`config.mk`:
```
export PLATFORM = sky130hd
export DESIGN_NAME = cell_array_sequencer
export DESIGN_NICKNAME = d
export VERILOG_FILES = /design/src/rtl/cell_seq_pkg.sv /design/src/rtl/cell_phase_timer.sv /design/src/rtl/cell_array_sequencer.sv
export SDC_FILE = /design/constraint.sdc
export NUM_CORES = 1
export LEC_CHECK = 0
export ABC_AREA = 1
export CAP_MARGIN = 20
export CELL_PAD_IN_SITES_DETAIL_PLACEMENT = 1
export CELL_PAD_IN_SITES_GLOBAL_PLACEMENT = 1
export CORE_ASPECT_RATIO = 0.75
export CORE_UTILIZATION = 33
export CTS_CLUSTER_DIAMETER = 40
export DETAILED_ROUTE_END_ITERATION = 16
export PLACE_DENSITY = 0.75
export SYNTH_ARGS = -nofsm -noshare
export SYNTH_HDL_FRONTEND = slang
export SYNTH_SLANG_ARGS = --single-unit
```
`constraint.sdc`:
```
create_clock -name clk -period 16 [get_ports clk]
set_input_delay 3.2 -clock clk [delete_from_list [all_inputs] [get_ports clk]]
set_output_delay 3.2 -clock clk [all_outputs]
set_load 0.01 [all_outputs]
```
`src/rtl/cell_seq_pkg.sv`:
```
// Shared types and constants for the cell array sequencer.
package cell_seq_pkg;

    localparam int ROWS = 12;
    localparam int BYTE = 8;

    typedef enum logic [1:0] {
        IDLE = 2'd0,
        PRE  = 2'd1,
        EVAL = 2'd2
    } cell_seq_state_t;

    typedef logic [ROWS-1:0] row_mask_t;

    // Larger of two integers; sizes the phase counter.
    function automatic int max2(input int a, input int b);
        return (a > b) ? a : b;
    endfunction

endpackage

```
`src/rtl/cell_phase_timer.sv`:
```
// Loadable down-counter timing one array phase. Loading N-1 on phase entry
// makes done rise in the Nth (last) cycle of that phase. It stops at zero.
module cell_phase_timer #(
    parameter int CW = 2
) (
    input  logic          clk,
    input  logic          rst,
    input  logic          load,
    input  logic [CW-1:0] load_val,
    output logic          done
);

    logic [CW-1:0] count;

    // Reload on phase entry, otherwise count down and hold at zero.
    always_ff @(posedge clk or posedge rst) begin
        if (rst) begin
            count <= {CW{1'b0}};
        end else if (load) begin
            count <= load_val;
        end else if (count != {CW{1'b0}}) begin
            count <= count - {{(CW-1){1'b0}}, 1'b1};
        end else begin
            count <= count;
        end
    end

    assign done = (count == {CW{1'b0}});

endmodule

```
`src/rtl/cell_array_sequencer.sv`:
```
// Drives a 12-row precharged wired-OR cell array: precharge, evaluate with
// the requested rows driven, then sample the sensed rows into a result slot.
module cell_array_sequencer
    import cell_seq_pkg::*;
#(
    parameter int        WIDTH     = 1,
    parameter int        PRE_CYC   = 1,
    parameter int        EVAL_CYC  = 2,
    parameter logic [11:0] PRECHARGE = 12'hfff
) (
    input  logic                     clk,
    input  logic                     rst,
    input  logic                     req_valid,
    output logic                     req_ready,
    input  logic [ROWS-1:0]          req_mask,
    input  logic [ROWS*WIDTH*8-1:0]  req_data,
    output logic                     clk_phase,
    output logic [ROWS-1:0]          drv_en,
    output logic [ROWS*WIDTH*8-1:0]  drv_data,
    input  logic [ROWS*WIDTH*8-1:0]  io_sense,
    output logic                     res_valid,
    input  logic                     res_ready,
    output logic [ROWS*WIDTH*8-1:0]  res_rows,
    output logic [WIDTH*8-1:0]       res_or
);

    localparam int DW = WIDTH * BYTE;
    localparam int AW = ROWS * DW;
    localparam int CW = $clog2(max2(PRE_CYC, EVAL_CYC) + 1);
    localparam logic [CW-1:0] PRE_LOAD  = CW'(PRE_CYC - 1);
    localparam logic [CW-1:0] EVAL_LOAD = CW'(EVAL_CYC - 1);

    cell_seq_state_t state, state_next;
    row_mask_t       mask_r;
    logic [AW-1:0]   data_r;
    logic [AW-1:0]   masked_data;
    logic [DW-1:0]   sense_or;
    logic            accept;
    logic            timer_load;
    logic [CW-1:0]   timer_val;
    logic            timer_done;
    logic            capture;

    assign req_ready = (state == IDLE) & (~res_valid | res_ready);
    assign accept    = req_valid & req_ready;

    cell_phase_timer #(.CW(CW)) u_timer (
        .clk      (clk),
        .rst      (rst),
        .load     (timer_load),
        .load_val (timer_val),
        .done     (timer_done)
    );

    // Next-state logic; the timer is reloaded on every phase entry.
    always_comb begin
        state_next = state;
        timer_load = 1'b0;
        timer_val  = {CW{1'b0}};
        capture    = 1'b0;
        case (state)
            IDLE: begin
                if (accept) begin
                    state_next = PRE;
                    timer_load = 1'b1;
                    timer_val  = PRE_LOAD;
                end else begin
                    state_next = IDLE;
                end
            end
            PRE: begin
                if (timer_done) begin
                    state_next = EVAL;
                    timer_load = 1'b1;
                    timer_val  = EVAL_LOAD;
                end else begin
                    state_next = PRE;
                end
            end
            EVAL: begin
                if (timer_done) begin
                    state_next = IDLE;
                    capture    = 1'b1;
                end else begin
                    state_next = EVAL;
                end
            end
            default: begin
                state_next = IDLE;
            end
        endcase
    end

    // State register.
    always_ff @(posedge clk or posedge rst) begin
        if (rst) begin
            state <= IDLE;
        end else begin
            state <= state_next;
        end
    end

    // Latch the operand set on accept; non-precharged rows are dropped here.
    always_ff @(posedge clk or posedge rst) begin
        if (rst) begin
            mask_r <= {ROWS{1'b0}};
            data_r <= {AW{1'b0}};
        end else if (accept) begin
            mask_r <= req_mask & PRECHARGE;
            data_r <= req_data;
        end else begin
            mask_r <= mask_r;
            data_r <= data_r;
        end
    end

    // Zero the data of rows that are not driven, and OR the sensed rows.
    always_comb begin
        masked_data = {AW{1'b0}};
        sense_or    = {DW{1'b0}};
        for (int i = 0; i < ROWS; i++) begin
            if (mask_r[i]) begin
                masked_data[i*DW +: DW] = data_r[i*DW +: DW];
            end else begin
                masked_data[i*DW +: DW] = {DW{1'b0}};
            end
            sense_or = sense_or | io_sense[i*DW +: DW];
        end
    end

    // Phase and drivers are registered so they are 1/active exactly in EVAL.
    always_ff @(posedge clk or posedge rst) begin
        if (rst) begin
            clk_phase <= 1'b0;
            drv_en    <= {ROWS{1'b0}};
            drv_data  <= {AW{1'b0}};
        end else if (state_next == EVAL) begin
            clk_phase <= 1'b1;
            drv_en    <= mask_r;
            drv_data  <= masked_data;
        end else begin
            clk_phase <= 1'b0;
            drv_en    <= {ROWS{1'b0}};
            drv_data  <= {AW{1'b0}};
        end
    end

    // One-entry result slot: fill at the end of EVAL, empty on handshake.
    always_ff @(posedge clk or posedge rst) begin
        if (rst) begin
            res_valid <= 1'b0;
            res_rows  <= {AW{1'b0}};
            res_or    <= {DW{1'b0}};
        end else if (capture) begin
            res_valid <= 1'b1;
            res_rows  <= io_sense;
            res_or    <= sense_or;
        end else if (res_valid && res_ready) begin
            res_valid <= 1'b0;
            res_rows  <= res_rows;
            res_or    <= res_or;
        end else begin
            res_valid <= res_valid;
            res_rows  <= res_rows;
            res_or    <= res_or;
        end
    end

endmodule
```
==> results.cfg <==
[run_status]
outcome = complete, no violations

[synth]
synthesis.nets = 1529
syn_inst = 1320
netlist-cell-type-count = 17
post-synth-top-area-fraction_pct = 66.8
synth_enable_flop_cells = 0
synth.largest_area_cell = dfrtp_1
synth.most_common_cell = nand2_1
synth_seq_area_share_pct = 66.8
synth_area_um2 = 12200
postSynth.asyncResetShare_pct = 100
flip_flop_and_latch_count_after_synthesis = 326
leading_post_synthesis_cells_by_cell_area = dfrtp_1 (67%), nand2_1 (14%), inv_1 (6.8%)
yosysWarnings = 0
synthTopCellsByCount = nand2_1 (441), dfrtp_1 (326), inv_1 (220)
synthesis.area_per_instance_um2 = 9.25
synthFlopType = dfrtp_1

[route]
drc = 0
final_antenna_violating_net_count = 0
drt_first_pass_iters = 4
total_via_count_after_detailed_routing = 10100
routed_wirelength_normalized_by_instance_count_um = 18.1
dr_vias_cell = 4.42
postRouteWirelength_um = 41400
drt-initial-drc-count = 475

[global_routing]
vias_in_the_first_global_route = 10800
grt_start_max_net_pins = 120
number_of_antenna_violations_at_the_first_check_in_global_routing = 13
grt_pass1_wl_um = 62900
global_route_total_usage_across_every_layer_pct = 21.9
grt.overflow.total = 0

[layout]
post_route_cells_drive_above_1_share_pct = 5.00
synthToLayoutAreaGrowth_pct = 50.8
final.fill_count = 4082
final_nets = 1957
multiInputGateArea_um2 = 2960
ff_latch_area_um2 = 8160

[timing]
post-route-period-util_pct = 48.2
setup_tns_ns = 0
finalSetupViolations = 0
layout_min_cycle_time_ns = 7.71
worst-slew-pin-transition_ns = 0.936
whs_ns = 0.476
fin_ws_ns = 8.29
rsz0062_at_grt = no
achievable-frequency_mhz = 130
timing_hold_violations_final = 0
clock_skew_ns = 0.0159
max_slew_margin_vs_limit_pct = 37.6
slew_violations = 0

[hold_path]
hp_start = data_r[89]
holdCritPathClass = flop to flop

[cts]
clock_sinks = 326
cts_max_level = 2
clock_buffer_count_from_cts = 43
clk_root_buffer_cell = clkbuf_16
postCtsResizedCells = 0
cts_buffer_depth = 3
ctsHoldBuffers = 0
clkSlewWorstSetupHoldPaths_ns = 0.06
post_cts_setup_inserts = 0
cts_tree = done
clk_latency_ns = 0.54

[power]
share_clk_of_total_power_pct = 30.3
switching_share_pct = 32.5
netSwitchingPower_w = 0.00108
vdd_drop_max_mv = 0.113
total_leakage_power_nw = 9.33
seq_power_share_pct = 38.5
cellPowerDensity_nw_per_um2 = 181
p_comb_share_pct = 31.2
internal_power_w = 0.00226

[floorplanning]
die_x_um = 224
design.die.area_um2 = 37800
io_pins = 423
chipHeight_um = 169
floorplan.core_area_um2 = 36200
fp-row-count = 60
initial_utilization_pct = 33.7

[worst_setup_path]
critical_path.max_fanout = 2
startpoint_type = input port
crit_start = res_ready
required_ns = 12.80
critical-path-slowest-cell = clkdlybuf4s50_1
criticalPathCategory = input port to output pin
critPathArrivalTime_ns = 4.51
path_cells = clkdlybuf4s50_1 > inv_1 > nand2_1 > nand2_1 > inv_1 > clkdlybuf4s50_1
slowest_delay_ns = 0.56
cp-end-kind = output pin
reg_to_reg_startpoint = state[1]

[place]
port_buffer_count = 422
routabilityCongestion = 0.799
place.detailed.hpwl_um = 29300
placement.setup.worst_slack_ns = 8.31

[flow_run]
drv.max_cap_violation_count = 0
cell usage in the layout, fill, tap and decap left out, types with 8 or more instances in the layout:
master / synthesis / routed
nand2_2: 10 / 9
inv_1: 220 / 219
clkdlybuf4s50_1: 0 / 422
clkbuf_16: 0 / 45
dfrtp_1: 326 / 326
diode_2: 0 / 8
nor2_1: 141 / 141
o21ai_0: 98 / 98
clkbuf_1: 10 / 10
nand2_1: 441 / 441
nand3_1: 24 / 24
metal layers:
layer | up-vias | part of all wire (%) | GRT usage (%)
li1 | 4762 | - | -
met1 | 4973 | 39 | 25.5
met2 | 266 | 48 | 36.7
met3 | 79 | 9.1 | 8.94
met4 | 10 | 2.9 | 7.36
met5 | - | 0.15 | 0
sequential cells by signal, indices dropped and copies added, names as in the netlist:
signal         flops
drv_en            12
res_or             8
res_valid          1
u_timer.count      2
clk_phase          1
data_r            96
res_rows          96
drv_data          96
mask_r            12
state              2
path summary, 6_finish.rpt:
| check | depth (start not counted) | slack [ns] | endpoint |
|---|---|---|---|
| max | 6 | 8.29 | req_ready |
| min | 2 | 0.48 | data_r[89] |
| max reg2reg | 8 | 13.40 | data_r[78] |
| min reg2reg | 2 | 0.48 | data_r[89] |
| max in group asynchronous | 4 | 10.51 | drv_data[90] |
| min in group asynchronous | 2 | 3.24 | mask_r[5] |
through the flow:
stage / cells / total power, W / cell area, um2 / utilization [%]
after global routing: 2279 / 0.00355 / 18400 / 50.9
after detailed placement: 2197 / 0.00233 / 16800 / 46.6
after global placement: 2197 / 0.00228 / 16800 / 46.6
after CTS: 2274 / 0.00338 / 18300 / 50.7
after floorplan: 1320 / 0.00177 / 12200 / -
final: 2284 / 0.00334 / 18400 / 50.9
layout make-up:
cell class,instances,area share (%)
diodes,8,0.109
clock buffers,58,6.54
clock inverters,19,1.60
inverters,221,4.55
multi-input cells,726,16.1
flip-flops and latches,326,44.3
well taps,496,3.37
repair buffers,430,23.4
logic make-up (layout without fill, tap and decap cells):
| kind of cell | Yosys count | after routing | synth area share [%] |
|---|---|---|---|
| adders and majority gates | 1 | 1 | 0.102 |
| AOI/OAI and AO/OA | 108 | 108 | 4.60 |
| and+or+nand+nor | 617 | 617 | 19.5 |
| buffers and inverters | 268 | 728 | 8.96 |
| DFF | 326 | 326 | 66.8 |
| other | 0 | 8 | 0 |
power groups by stage:
stage	clock network, W	registers (W)	logic, W
floorplan	0	0.00135	0.000421
global placement	0	0.00128	0.00100
detailed placement	0	0.00130	0.00104
CTS	0.00104	0.00129	0.00105
global route	0.00107	0.00132	0.00115
finish	0.00101	0.00129	0.00104
worst max-delay path, delay by kind of cell:
| family | cells | cell delay (ns) |
|---|---|---|
| buffers and inverters | 4 | 1.17 |
| AND/OR/NAND/NOR | 2 | 0.14 |
No activity file was read; power rests on OpenSTA's default activity.
